$ cat src/rtl/wam_score.sv
// Whack-a-mole game logic: strike detection, hit judging, packed-BCD score,
// difficulty level and countdown feeding the digital-tube display stage.
module wam_score #(
    parameter int GAME_SEC   = 60,
    parameter bit PENALTY_EN = 1'b1
) (
    input  logic        clk,
    input  logic        rst,
    input  logic        start,
    input  logic        tick_1hz,
    input  logic [7:0]  holes,
    input  logic [7:0]  sw,
    output logic [11:0] score,
    output logic [3:0]  hrdn,
    output logic [7:0]  whack,
    output logic [7:0]  time_left,
    output logic        over
);

    localparam logic [7:0] GAME_T = 8'(GAME_SEC);

    typedef enum logic [1:0] {
        ST_IDLE = 2'd0,
        ST_PLAY = 2'd1,
        ST_OVER = 2'd2
    } state_t;

    state_t      state_r, state_nx_s;
    logic [7:0]  sw_q_r, pending_r, whack_r, time_r;
    logic [11:0] score_r;
    logic [3:0]  hrdn_r;
    logic        over_r;

    logic [7:0]  new_s, served_s, pending_nx_s, whack_nx_s, time_nx_s;
    logic [11:0] score_nx_s;
    logic [3:0]  hrdn_nx_s;
    logic        over_nx_s;

    // Saturating BCD increment; digits stay within 0..9.
    function automatic logic [11:0] bcd_inc(input logic [11:0] v);
        logic [11:0] r;
        r = v;
        if (v == 12'h999) begin
            r = v;
        end else if (v[3:0] != 4'd9) begin
            r[3:0] = v[3:0] + 4'd1;
        end else if (v[7:4] != 4'd9) begin
            r = {v[11:8], v[7:4] + 4'd1, 4'd0};
        end else begin
            r = {v[11:8] + 4'd1, 8'h00};
        end
        return r;
    endfunction

    function automatic logic [11:0] bcd_dec(input logic [11:0] v);
        logic [11:0] r;
        r = v;
        if (v == 12'h000) begin
            r = v;
        end else if (v[3:0] != 4'd0) begin
            r[3:0] = v[3:0] - 4'd1;
        end else if (v[7:4] != 4'd0) begin
            r = {v[11:8], v[7:4] - 4'd1, 4'd9};
        end else begin
            r = {v[11:8] - 4'd1, 8'h99};
        end
        return r;
    endfunction

    function automatic logic [3:0] level_of(input logic [11:0] s);
        logic [3:0] l;
        case (s[11:4])
            8'h00:        l = 4'd1;
            8'h01:        l = 4'd2;
            8'h02, 8'h03: l = 4'd3;
            default:      l = 4'd4;
        endcase
        return l;
    endfunction

    assign new_s    = sw & ~sw_q_r;
    assign served_s = pending_r & (~pending_r + 8'd1);

    // FSM state register
    always_ff @(posedge clk) begin
        if (rst) begin
            state_r <= ST_IDLE;
        end else begin
            state_r <= state_nx_s;
        end
    end

    // FSM next-state logic
    always_comb begin
        state_nx_s = state_r;
        case (state_r)
            ST_IDLE: state_nx_s = start ? ST_PLAY : ST_IDLE;
            ST_PLAY: state_nx_s = (tick_1hz && (time_r == 8'd1)) ? ST_OVER : ST_PLAY;
            ST_OVER: state_nx_s = start ? ST_PLAY : ST_OVER;
            default: state_nx_s = ST_IDLE;
        endcase
    end

    // FSM outputs: strike service, score, timer and level next values
    always_comb begin
        pending_nx_s = 8'h00;
        score_nx_s   = score_r;
        whack_nx_s   = 8'h00;
        time_nx_s    = time_r;
        if (state_r == ST_PLAY) begin
            if (state_nx_s == ST_OVER) begin
                pending_nx_s = 8'h00;
            end else begin
                pending_nx_s = (pending_r | new_s) & ~served_s;
            end
            if ((served_s & holes) != 8'h00) begin
                score_nx_s = bcd_inc(score_r);
                whack_nx_s = served_s;
            end else if ((served_s != 8'h00) && PENALTY_EN) begin
                score_nx_s = bcd_dec(score_r);
            end else begin
                score_nx_s = score_r;
            end
            if (tick_1hz) begin
                time_nx_s = time_r - 8'd1;
            end else begin
                time_nx_s = time_r;
            end
        end else if (state_nx_s == ST_PLAY) begin
            score_nx_s = 12'h000;
            time_nx_s  = GAME_T;
        end else begin
            score_nx_s = score_r;
        end
        // Level lags the score by one register; a fresh game shows level 1 at once.
        case (state_nx_s)
            ST_IDLE: hrdn_nx_s = 4'd0;
            ST_OVER: hrdn_nx_s = 4'hF;
            ST_PLAY: hrdn_nx_s = (state_r == ST_PLAY) ? level_of(score_r) : 4'd1;
            default: hrdn_nx_s = 4'd0;
        endcase
        over_nx_s = (state_nx_s == ST_OVER);
    end

    // Datapath and registered outputs
    always_ff @(posedge clk) begin
        sw_q_r <= sw;
        if (rst) begin
            pending_r <= 8'h00;
            score_r   <= 12'h000;
            whack_r   <= 8'h00;
            time_r    <= GAME_T;
            hrdn_r    <= 4'd0;
            over_r    <= 1'b0;
        end else begin
            pending_r <= pending_nx_s;
            score_r   <= score_nx_s;
            whack_r   <= whack_nx_s;
            time_r    <= time_nx_s;
            hrdn_r    <= hrdn_nx_s;
            over_r    <= over_nx_s;
        end
    end

    assign score     = score_r;
    assign hrdn      = hrdn_r;
    assign whack     = whack_r;
    assign time_left = time_r;
    assign over      = over_r;

endmodule

$ cat config.mk
export PLATFORM = sky130hd
export DESIGN_NAME = wam_score
export DESIGN_NICKNAME = d
export VERILOG_FILES = /design/src/rtl/wam_score.sv
export SDC_FILE = /design/constraint.sdc
export NUM_CORES = 1
export LEC_CHECK = 0
export CORE_MARGIN = 2
export CORE_UTILIZATION = 40
export CTS_CLUSTER_SIZE = 12
export DETAILED_ROUTE_END_ITERATION = 10
export DONT_BUFFER_PORTS = 1
export HOLD_SLACK_MARGIN = 0.12
export PLACE_DENSITY = 0.63
export SYNTH_ARGS = -nofsm -noshare
export SYNTH_HDL_FRONTEND = slang
export SYNTH_SLANG_ARGS = --single-unit
$ cat constraint.sdc
create_clock -name clk -period 3.5 [get_ports clk]
set_input_delay 0.35 -clock clk [delete_from_list [all_inputs] [get_ports clk]]
set_output_delay 0.35 -clock clk [all_outputs]
set_load 0.01 [all_outputs]
# [After elaboration in Yosys (flattened, before gate mapping)]
# Cells that the tools add are included.
[totals] ff_bits=51 in_bits=20 output_inout_bits=33
[op_classes] n_addsub=8 n_eq_ne=19 mux=22 bitwise=10 reduce_logical=16
[op_table] cell="$mux W12" n=8
[op_table] cell="$mux W8" n=5
[op_table] cell="$and A8 B8 Y8" n=4
[op_table] cell="$not A8 Y8" n=3
[op_table] cell="$ne A3 B3 Y1 const B" n=6
[op_table] cell="$eq A8 B1 Y1 const B" n=2
[op_table] cell="$eq A8 B2 Y1 const B" n=2
[op_table] cell="$reduce_bool A8 Y1" n=2
[op_table] cell="$add A4 B1 Y4 const B" n=3
[op_table] cell="$eq A12 B12 Y1 const B" n=1
[op_table] cell="$logic_not A12 Y1" n=1
[op_table] cell="$mux W4" n=3
[op_table] cell="$sub A4 B1 Y4 const B" n=3
[op_table] cell="$pmux W3 S3" n=1
[op_table] cell="$add A8 B1 Y8 const B" n=1
[op_table] cell="$logic_not A8 Y1" n=1
[op_table] cell="$ne A4 B4 Y1 const B" n=2
[op_table] cell="$or A8 B8 Y8" n=1
[op_table] cell="$pmux W4 S2" n=1
[op_table] cell="$reduce_and A8 Y1" n=1
[op_table] cell="$reduce_bool A4 Y1" n=2
[op_table] cell="$sub A8 B1 Y8 const B" n=1
[op_table] cell="$pmux W2 S3" n=1
[op_table] cell="$reduce_and A6 Y1" n=1
[op_table] cell="other kinds (14)" n=19

# [Depth between registers and ports, before layout]
[logic_depth] ltp_word=7 depth_mapped=12 mapped_depth_nobuf=12

# [Least setup slack after synthesis]
# Ideal clock, no wire load.
[synth_path] path_type="flip-flop to flip-flop" start="register state_r[1]" end="register time_r[6] (netlist: time_left[6])" t_arrival_ns=2.336 required_time_ns=3.385 slack_ns=1.050 path_stages_with_launch=12 period_less_slack_ns=2.450 cell_sequence="dfxtp_1 -> and2b_2 -> clkbuf_1 -> a21oi_1 -> inv_1 -> ha_1 -> nor2_1 -> o21bai_1 -> or3_1 -> nor4_1 -> xnor2_1 -> nor2_1"
[synth_via] elab_chain_len=5 elab_cells_between_ends=9
[synth_lines] element="start: declaration" line="28" text="state_t state_r, state_nx_s;"
[synth_lines] element="start signal: assignment" line="89" text="state_r <= state_nx_s;"
[synth_lines] element="$eq A2 B2 Y1, or another cell as far along" line="96" text="case (state_r)"
[synth_lines] element="$pmux W2 S3 (*)" line="96"
[synth_lines] element="named net state_nx_s[0]" line="28"
[synth_lines] element="$eq A2 B1 Y1 (*)" line="129" text="end else if (state_nx_s == ST_PLAY) begin"
[synth_lines] element="$reduce_bool A2 Y1 (no line) (*)"
[synth_lines] element="$reduce_and A2 Y1 (no line) (*)"
[synth_lines] element="end signal: assignment" line="159" text="time_r <= time_nx_s;"
[synth_lines] element="end: declaration" line="29" text="logic [7:0] sw_q_r, pending_r, whack_r, time_r;"
# The timed path passes the listed nets; every way through them passes the cells marked *.
# A chain may end at the register's enable or synchronous reset.

# [Worst setup path in the final report]
[layout_path] start="register time_r[3] (netlist: time_left[3])" end="register time_r[5] (netlist: time_left[5])"
[layout_via] elab_chain_len=7 elab_cells_between_ends=10
[layout_lines] element="$eq A8 B1 Y1" line="98" text="ST_PLAY: state_nx_s = (tick_1hz && (time_r == 8'd1)) ? ST_OVER : ST_PLAY;"
[layout_lines] element="$logic_and A1 B1 Y1" line="98"
[layout_lines] element="$mux W2" line="98"
[layout_lines] element="$pmux W2 S3" line="96"
[layout_lines] element="named net state_nx_s[0]" line="28"
[layout_lines] element="$eq A2 B1 Y1" line="129"
[layout_lines] element="$reduce_bool A2 Y1 (no line)"
[layout_lines] element="$reduce_and A2 Y1 (no line)"
# The timed path passes the listed nets, and every way through them passes these cells. The select of a mux whose other input is x is not followed.

==> impl_summary.log <==
INFO  metric result_of_the_run = completed
INFO  metric yosys.area.top_type = dfxtp_1
INFO  metric synthesis.area = 2730 um^2
INFO  metric timing.max_slew.rel_slack = 36.7%
INFO  metric setup_tns = 0 ns
INFO  metric largest_net_degree_at_the_start_of_global_routing = 15
INFO  metric worstMarginPinSlew = 0.946 ns
INFO  metric setup.worst_path.start_class = flip-flop
INFO  metric max_cap_viol_count = 0
INFO  metric via_per_inst = 5.68
INFO  metric register_area = 1000 um^2
INFO  metric area_growth_syn_to_fin = 4.91%
INFO  metric die_height = 86.5 um
INFO  metric synthArstFlopShare = 0%
INFO  metric boundaryPins = 53
INFO  metric detailedPlacementHpwl = 4410 um
INFO  metric number_of_synthesized_flops_with_an_enable_pin = 0
INFO  metric drc_errors = 0
INFO  metric leading_cell_types_by_total_area_after_synthesis = dfxtp_1 37%, ha_1 5.1%, nor2_1 4.8%, a21oi_1 4.2%, and3_1 2.8%
INFO  metric synth_top_flop_cell = dfxtp_1
INFO  metric synth_seq_cells = 50
INFO  metric cellPowerDensity = 412 nW/um^2
INFO  metric synth-compound-area-share = 18.8%
INFO  metric yosys_warnings = 0
INFO  metric floorplan.rows = 30
INFO  metric fillers = 694
INFO  metric buffer_ports.inserted = 0
INFO  metric cts_post_setup_buffers_inserted = 0
INFO  metric wire_length_of_the_first_global_routing_pass = 10300 um
INFO  metric num-nets-final = 337
INFO  metric cts.htree.levels = 2
INFO  metric yosys.cell_count.top_type = dfxtp_1
INFO  metric wirelength_routed = 6160 um
INFO  metric slew_viol_final = 0
INFO  metric synth_adder_area_share = 5.05%
INFO  metric worst_hold_path_type = in2reg
INFO  metric grt_util_all_layers = 17.4%
INFO  metric drive_gt1_share = 10.7%
INFO  metric average_wire_per_standard_cell = 15.9 um
INFO  metric clk_pin_slew = 0.09 ns
INFO  metric numCtsBuffers = 5
INFO  metric syn_nets = 337
INFO  metric place.gp.congestion = 0.848
INFO  metric area_of_combinational_cells_with_multiple_inputs = 1520 um^2
INFO  metric clock_sink_count = 50
INFO  metric floorplan_die_area = 7490 um^2
INFO  metric syn-instance-count = 306
INFO  metric clockRootBuffer = clkbuf_8
INFO  metric dieWidth = 86.5 um
INFO  metric max_clock_freq = 362 MHz
INFO  metric setup_ws = 0.737 ns
INFO  metric setup_viol = 0
INFO  metric setup.worst_path.class = reg2reg
INFO  metric firstDrtPassIters = 4
INFO  metric synth_sequential_area_ratio = 36.7%
INFO  metric clk_path_buf_depth = 2
INFO  metric grt_setup_unrepaired = false
INFO  metric grt_overflow_total = 0
INFO  metric antenna_found_initial = 0
INFO  metric fin_skew = 0.00670 ns
INFO  metric number_of_global_route_vias_before_repair = 2119
INFO  metric insertion_delay = 0.30 ns
INFO  metric crit_fanout = 7
INFO  metric detail-route-antenna-nets = 0
INFO  metric drt_iter0_drc = 99
INFO  metric place_ws = 0.720 ns
INFO  metric worstSetupEndpointType = flip-flop
INFO  metric cp_data_arrival_time = 2.99 ns
INFO  metric yosys.area.top_type_share = 36.7%
INFO  metric dr_total_vias = 2200
INFO  metric post_synth_xor_area_fraction = 2.25%
INFO  metric avgSynthCellArea = 8.91 um^2
INFO  metric core_area = 6680 um^2
INFO  metric simple_logic_cell_fraction_of_the_synthesized_area = 26.2%
INFO  metric final_hold_viol_count = 0
INFO  metric synthTopCellsByCount = 50 x dfxtp_1, 35 x nor2_1, 23 x a21oi_1
INFO  metric start_util = 40.8%
INFO  metric p_leak = 0.00108 uW
INFO  metric count_of_unique_library_cells_instantiated_by_yosys = 59
INFO  metric irDropWorstVdd = 0.148 mV
INFO  metric period_share = 78.9%
INFO  metric antenna_cells_inserted = 0
INFO  metric cts_tree = yes
INFO  metric post_synth_mux_area_share = 3.49%
INFO  metric critPathRequiredTime = 3.73 ns
INFO  metric synth_top_family_by_area = simple AND/OR/NAND/NOR gates
INFO  metric timing.final.crit_period = 2.76 ns
stage by stage:
stage               area, um^2  hold slack [ns]  instances  utilization (%)  power, uW
global placement          2680            0.378        370             40.1        828
global route              2860            0.144        387             42.8       1250
finish                    2860            0.171        387             42.8       1180
CTS                       2860            0.159        387             42.8       1190
detailed placement        2680            0.378        370             40.1        830
floorplan                 2730            0.376        306                -        799
cell families (layout without fill, tap and decap cells):
group / after synthesis / count (layout)
simple gates: 129 / 129
compound gates: 70 / 70
flops: 50 / 50
buf+inv: 30 / 31
fa+ha+maj: 11 / 11
mux: 9 / 9
xor+xnor: 7 / 7
area by class of cell:
| class | count | area share (%) |
|---|---|---|
| clock buffer | 7 | 3.02 |
| clock inverter | 1 | 0.175 |
| inverter | 13 | 1.71 |
| multi-input combinational | 226 | 53.2 |
| sequential | 50 | 35.0 |
| tap | 80 | 3.50 |
| timing repair buffer | 10 | 3.41 |
flip-flops by register name, summed over array words and instances, names as in the netlist:
name / cells
state_r: 2
whack: 8
sw_q_r: 8
pending_r: 8
time_left: 8
score: 12
hrdn: 4
placed cells by master, fill, tap and decap left out, types with 3 or more instances in the layout:
| master | instances |
|---|---|
| dfxtp_1 | 50 |
| nor2_1 | 35 |
| a21oi_1 | 23 |
| nand2_1 | 18 |
| inv_1 | 13 |
| and3_1 | 12 |
| nor3_1 | 11 |
| o21ai_0 | 11 |
| ha_1 | 11 |
| dlygate4sd3_1 | 9 |
| nor3b_1 | 8 |
| nand2b_1 | 7 |
| nor4_1 | 6 |
| clkbuf_8 | 6 |
| nand3_1 | 5 |
| or3_1 | 5 |
| mux2i_1 | 5 |
| o211ai_1 | 5 |
| xnor2_1 | 5 |
| nor2b_1 | 4 |
| mux2_2 | 4 |
| a221oi_1 | 4 |
| nand4_1 | 3 |
| a31oi_1 | 3 |
critical path, stage by stage, from the launching register on:
cell      delay (ns)
dfxtp_1         0.40
nor4_1          0.40
nand4_1         0.19
a21oi_1         0.29
inv_1           0.07
ha_1            0.27
nor2_1          0.30
o21bai_1        0.26
nor4_1          0.17
and3_1          0.21
o21ai_0         0.13
path summary, 6_finish.rpt:
check | from | end | slack [ns] | cells past startpoint
setup / recovery | time_left[3] | time_left[5] | 0.74 | 10
hold / removal | rst | score[6] | 0.17 | 1
setup reg to reg | time_left[3] | time_left[5] | 0.74 | 10
hold reg to reg | sw_q_r[0] | pending_r[0] | 0.40 | 1
report_power, final:
part           switching [uW]  total [uW]  internal, uW
clock network             189         349           160
registers                31.2         619           587
logic                     122         210          87.4
routing by layer:
| layer | vias up | track usage [%] | wire length (um) |
|---|---|---|---|
| met3 | 12 | 5.62 | 376 |
| li1 | 1101 | - | - |
| met5 | - | 0 | 0 |
| met1 | 1036 | 22.7 | 2780 |
| met4 | 0 | 7.24 | 102 |
| met2 | 51 | 26.5 | 2900 |
timing repair:
item	CTS	global route
hold buffers	9	0
gates resized for setup	0	0
hold endpoints to repair	19	0
(Power assumes the default switching activity.)
